<file path="src/rtl/mlp_weight_loader.sv">
// rtl/mlp_weight_loader.sv - Streams MLP parameters into the fc1/fc2 weight and bias memories
// Tracks region and offset, writes through one registered port, and checks length against s_last.
module mlp_weight_loader #(
    parameter int HIDDEN_DIM = 768,
    parameter int MLP_DIM    = 3072,
    parameter int DATA_WIDTH = 16,
    parameter int ADDR_WIDTH = 22
) (
    input  logic                  clk,
    input  logic                  rst,
    input  logic                  start_i,
    input  logic                  s_valid_i,
    input  logic [DATA_WIDTH-1:0] s_data_i,
    input  logic                  s_last_i,
    output logic                  s_ready_o,
    output logic                  wr_en_o,
    output logic [1:0]            wr_sel_o,
    output logic [ADDR_WIDTH-1:0] wr_addr_o,
    output logic [DATA_WIDTH-1:0] wr_data_o,
    output logic                  busy_o,
    output logic                  done_o,
    output logic                  err_len_o
);

    typedef enum logic [2:0] {
        ST_IDLE,
        ST_LOAD_W1,
        ST_LOAD_B1,
        ST_LOAD_W2,
        ST_LOAD_B2,
        ST_DRAIN,
        ST_DONE
    } state_t;

    localparam logic [ADDR_WIDTH-1:0] W1_LAST = ADDR_WIDTH'(HIDDEN_DIM * MLP_DIM - 1);
    localparam logic [ADDR_WIDTH-1:0] B1_LAST = ADDR_WIDTH'(MLP_DIM - 1);
    localparam logic [ADDR_WIDTH-1:0] W2_LAST = ADDR_WIDTH'(MLP_DIM * HIDDEN_DIM - 1);
    localparam logic [ADDR_WIDTH-1:0] B2_LAST = ADDR_WIDTH'(HIDDEN_DIM - 1);

    state_t                  state_q;
    logic [ADDR_WIDTH-1:0]   off_q;
    logic [ADDR_WIDTH-1:0]   off_d;
    logic                    wr_en_q;
    logic [1:0]              wr_sel_q;
    logic [ADDR_WIDTH-1:0]   wr_addr_q;
    logic [DATA_WIDTH-1:0]   wr_data_q;
    logic                    done_q;
    logic                    err_len_q;

    logic                    in_load;
    logic [1:0]              region_sel;
    logic [ADDR_WIDTH-1:0]   region_last;
    state_t                  next_region;
    logic                    accept;
    logic                    region_end;
    logic                    final_word;

    // Per-region decode; B2 falls through to DRAIN when its last word arrives without s_last.
    always_comb begin
        in_load     = 1'b0;
        region_sel  = 2'd0;
        region_last = '0;
        next_region = ST_IDLE;
        case (state_q)
            ST_LOAD_W1: begin
                in_load     = 1'b1;
                region_sel  = 2'd0;
                region_last = W1_LAST;
                next_region = ST_LOAD_B1;
            end
            ST_LOAD_B1: begin
                in_load     = 1'b1;
                region_sel  = 2'd1;
                region_last = B1_LAST;
                next_region = ST_LOAD_W2;
            end
            ST_LOAD_W2: begin
                in_load     = 1'b1;
                region_sel  = 2'd2;
                region_last = W2_LAST;
                next_region = ST_LOAD_B2;
            end
            ST_LOAD_B2: begin
                in_load     = 1'b1;
                region_sel  = 2'd3;
                region_last = B2_LAST;
                next_region = ST_DRAIN;
            end
            default: begin
                in_load     = 1'b0;
            end
        endcase
    end

    assign s_ready_o  = in_load || (state_q == ST_DRAIN);
    assign accept     = s_valid_i && s_ready_o;
    assign region_end = (off_q == region_last);
    assign final_word = (state_q == ST_LOAD_B2) && region_end;
    assign off_d      = region_end ? '0 : off_q + ADDR_WIDTH'(1);

    always_ff @(posedge clk or posedge rst) begin
        if (rst) begin
            state_q   <= ST_IDLE;
            off_q     <= '0;
            wr_en_q   <= 1'b0;
            wr_sel_q  <= 2'd0;
            wr_addr_q <= '0;
            wr_data_q <= '0;
            done_q    <= 1'b0;
            err_len_q <= 1'b0;
        end else begin
            wr_en_q   <= 1'b0;
            done_q    <= 1'b0;
            err_len_q <= 1'b0;
            case (state_q)
                ST_IDLE: begin
                    if (start_i) begin
                        state_q <= ST_LOAD_W1;
                        off_q   <= '0;
                    end
                end
                ST_LOAD_W1, ST_LOAD_B1, ST_LOAD_W2, ST_LOAD_B2: begin
                    if (accept) begin
                        wr_en_q   <= 1'b1;
                        wr_sel_q  <= region_sel;
                        wr_addr_q <= off_q;
                        wr_data_q <= s_data_i;
                        off_q     <= off_d;
                        if (s_last_i) begin
                            state_q   <= ST_DONE;
                            done_q    <= 1'b1;
                            err_len_q <= !final_word;
                        end else if (region_end) begin
                            state_q <= next_region;
                        end
                    end
                end
                ST_DRAIN: begin
                    if (accept && s_last_i) begin
                        state_q   <= ST_DONE;
                        done_q    <= 1'b1;
                        err_len_q <= 1'b1;
                    end
                end
                ST_DONE: begin
                    state_q <= ST_IDLE;
                end
                default: begin
                    state_q <= ST_IDLE;
                end
            endcase
        end
    end

    assign wr_en_o   = wr_en_q;
    assign wr_sel_o  = wr_sel_q;
    assign wr_addr_o = wr_addr_q;
    assign wr_data_o = wr_data_q;
    assign done_o    = done_q;
    assign err_len_o = err_len_q;
    assign busy_o    = (state_q != ST_IDLE);

endmodule

</file>
<file path="config.mk">
export PLATFORM = sky130hd
export DESIGN_NAME = mlp_weight_loader
export DESIGN_NICKNAME = d
export VERILOG_FILES = /design/src/rtl/mlp_weight_loader.sv
export SDC_FILE = /design/constraint.sdc
export NUM_CORES = 1
export LEC_CHECK = 0
export CAP_MARGIN = 40
export CORE_MARGIN = 2
export CORE_UTILIZATION = 51
export CTS_CLUSTER_DIAMETER = 50
export DETAILED_ROUTE_END_ITERATION = 16
export GPL_TIMING_DRIVEN = 0
export MAX_ROUTING_LAYER = met4
export PLACE_DENSITY = 0.87
export SETUP_SLACK_MARGIN = 0.15
export SLEW_MARGIN = 40
export SYNTH_ARGS = -nofsm -noshare
export SYNTH_HDL_FRONTEND = slang
export SYNTH_SLANG_ARGS = --single-unit
</file>
<file path="constraint.sdc">
create_clock -name clk -period 2.7 [get_ports clk]
set_input_delay 0.54 -clock clk [delete_from_list [all_inputs] [get_ports clk]]
set_output_delay 0.54 -clock clk [all_outputs]
set_load 0.03 [all_outputs]
</file>
==> reports/summary.txt <==
status: completed
drc violations: 0
Worst Skew: 9.54 ps
H-tree levels: 3
Final Core Density: 67.2%
RSZ-0062 raised after global routing: true
DP HPWL: 4640 um
post-CTS setup buffers: 0
worst-margin pin slew: 609 ps
antenna violations before repair: 0
syn avg cell area: 11.3 um2
largest net degree at the start of global routing: 39
root buffer cell: clkbuf_8
clk sinks: 68
Inserted Clock Buffers: 9
port bufs: 64
mapped cell area: 3250 um2
number of global-route vias before repair: 2,504
CP Class: reg -> reg
CP Depth: 8
Yosys cell types: 49
total number of vias: 2,421
Max Cap Violations: 0
Boundary Pins: 66
pre-CTS WS: 56.3 ps
DR WL met2: 3250 um
total grt overflow: 0
area delta synth->final: 29.0%
Core Region: 6240 um2
ANT cells: 0
Yosys warnings: 0
crit-path max FO: 10
Synth Net Count: 310
layout cell share with drive strength beyond 1: 20.1%
DRT iter0 DRCs: 175
routed len/inst: 14.9 um
fin nets: 386
Die ar.: 7030 um2
final worst slack: 302 ps
CP cell instances: nand3_2 > o31a_1 > o41a_1 > a311oi_4 > and2_1 > buf_6 > buf_12 > nor2_1
P per Cell Area: 1090 nW/um2
antenna viol nets, final: 0
DR vias/cell: 5.43
gpl congestion: 0.827
number of synthesized flops with an enable pin: 0
Setup Viol. Count Final: 0
CP Launch Type: flip-flop
peak supply drop: 0.000661 V
Reg clk slew, reported paths: 70 ps
Hold Path Stages: 2
Crit path max-delay family: compound AO/OA/AOI/OAI gates
Async S/R FF share, synth: 100%
Worst-Skew Late Latency: 350 ps
Req. time, crit path: 2930 ps
count of pins over their slew limit: 0
uppermost layer routed: met4
setup_tns: 0 ps
Global Route Usage Sum: 21.3%
crit end category: flip-flop
crit share post-route: 88.8%
worst path bufs/invs: 2
worst path arrival time: 2630 ps
die width: 83.9 um
CTS Buffer Depth: 2
P_leak: 0.00185 uW
length of routed met3 wiring: 319 um
1st-pass router iterations: 4
FP Rows: 29
final WL: 6630 um
minimum clock period: 2400 ps
top_reg_cell synth: dfrtp_1
cell count after synthesis: 288
Initial Util: 52.1%
Seq/Total Area, Yosys: 52.3%
CP max stage cell: dfrtp_1
first-pass GRT wire length: 11,500 um
fmax: 417 MHz
slowest cell delay on critical path: 480 ps
dpl cell area: 4010 um2
Worst R2R Path Depth: 8
Final Hold Fails: 0
max_slew headroom: 58.3%
final instance area: 4200 um2
Tot Pwr: 4580 uW
Min-Delay Path Class: reg -> reg
Seq cells post-synth: 68
CTS tree: done
met1 wire length: 2940 um
Die Y: 83.9 um
kinds of logic after synthesis:
group	count (synthesis)	synth area share [%]
AND/OR/NAND/NOR	96	15.4
flip-flops	68	52.3
multiplexers	42	14.4
AO/OA/AOI/OAI	36	8.00
buffers and inverters	27	4.69
XOR/XNOR	18	4.85
adder cells (fa/ha/maj)	1	0.385
path summary, 6_finish.rpt:
| path | start | to | slack [ps] |
|---|---|---|---|
| setup reg to reg | off_q[14] | off_q[11] | 300 |
| hold / removal | wr_addr_o[13] | wr_addr_o[13] | 490 |
| min in group asynchronous | rst | wr_data_o[13] | 540 |
| hold reg to reg | wr_addr_o[13] | wr_addr_o[13] | 490 |
| max in group asynchronous | rst | wr_addr_o[11] | 1640 |
| setup / recovery | off_q[14] | off_q[11] | 300 |
worst reg2reg max path, delay by kind of cell (launching register included):
family	cells	cell delay (ps)
DFF	1	480
buffers and inverters	2	260
AOI/OAI and AO/OA	3	1120
and+or+nand+nor	3	420
layer usage:
metal,global-route usage [%],vias to the layer above
met5,-,-
met4,9.97,0
met3,4.45,12
met2,33.5,67
met1,26.5,1185
li1,-,1157
sequential cells by signal (all words and copies together), names as in the netlist:
| signal | flops |
|---|---|
| wr_addr_o | 22 |
| wr_data_o | 16 |
| done_o | 1 |
| wr_sel_o | 2 |
| err_len_o | 1 |
| state_q | 3 |
| wr_en_o | 1 |
| off_q | 22 |
synthesized netlist by cell type, drive strengths merged (2+ instances only):
master	n	share of area, %
dfrtp	68	52
mux2	38	13
nor2	30	3.5
nand2	16	1.8
buf	13	3.1
nand3	12	2.0
xnor2	11	3.0
o21ai	10	1.5
inv	8	0.92
and3	7	1.4
xor2	7	1.9
a21oi	6	0.92
clkbuf	6	0.69
nor2b	5	0.96
mux2i	4	1.2
nor3	4	0.62
and2	3	0.58
and4	3	0.81
nand4	3	0.58
nor4	3	0.77
o211ai	3	0.69
or3	3	0.58
a22o	2	0.54
a31oi	2	0.38
nor3b	2	0.46
o21a	2	0.46
or2	2	0.38
where the power goes:
group	total (uW)	leakage, uW	internal, uW	switching [uW]
registers	1460	0.000884	1290	174
logic	2310	0.000877	1030	1280
clock network	808	0.0000866	426	382
total	4580	0.00185	2740	1840
cells in the final DEF (no fill, tap or decap), types with 4 or more instances in the layout:
master / Yosys / layout
o21ai_0: 10 / 10
inv_1: 8 / 7
mux2_2: 38 / 38
nor2_1: 30 / 30
nand3_1: 11 / 11
dfrtp_1: 68 / 68
a21oi_1: 6 / 6
nor2b_1: 5 / 5
mux2i_1: 4 / 4
xor2_1: 7 / 7
clkbuf_1: 6 / 9
and3_1: 6 / 6
clkdlybuf4s50_1: 0 / 62
buf_2: 4 / 4
nor3_1: 4 / 4
clkbuf_8: 0 / 9
xnor2_1: 11 / 11
nand2_1: 16 / 16
stage by stage:
stage               hold WS [ps]  cells
detailed placement           478    430
CTS                          492    446
floorplan                    530    288
global route                 519    446
finish                       489    446
global placement             471    429
cell type report:
type	instances	area (um2)
plain buffers	19	123
multi-input cells	193	1410
clock inverters	4	50.0
well taps	77	96.3
clock buffers	12	135
flip-flops and latches	68	1700
repair buffers	65	651
fillers	467	2050
inverters	8	32.5
repair_timing:
action | in CTS | in global routing
endpoints found under the hold margin | 0 | 0
endpoints found under the setup margin | 2 | 6
gates resized for setup | 2 | 5
pin swaps | 0 | 0
hold buffers | 0 | 0
(Power assumes the default switching activity.)
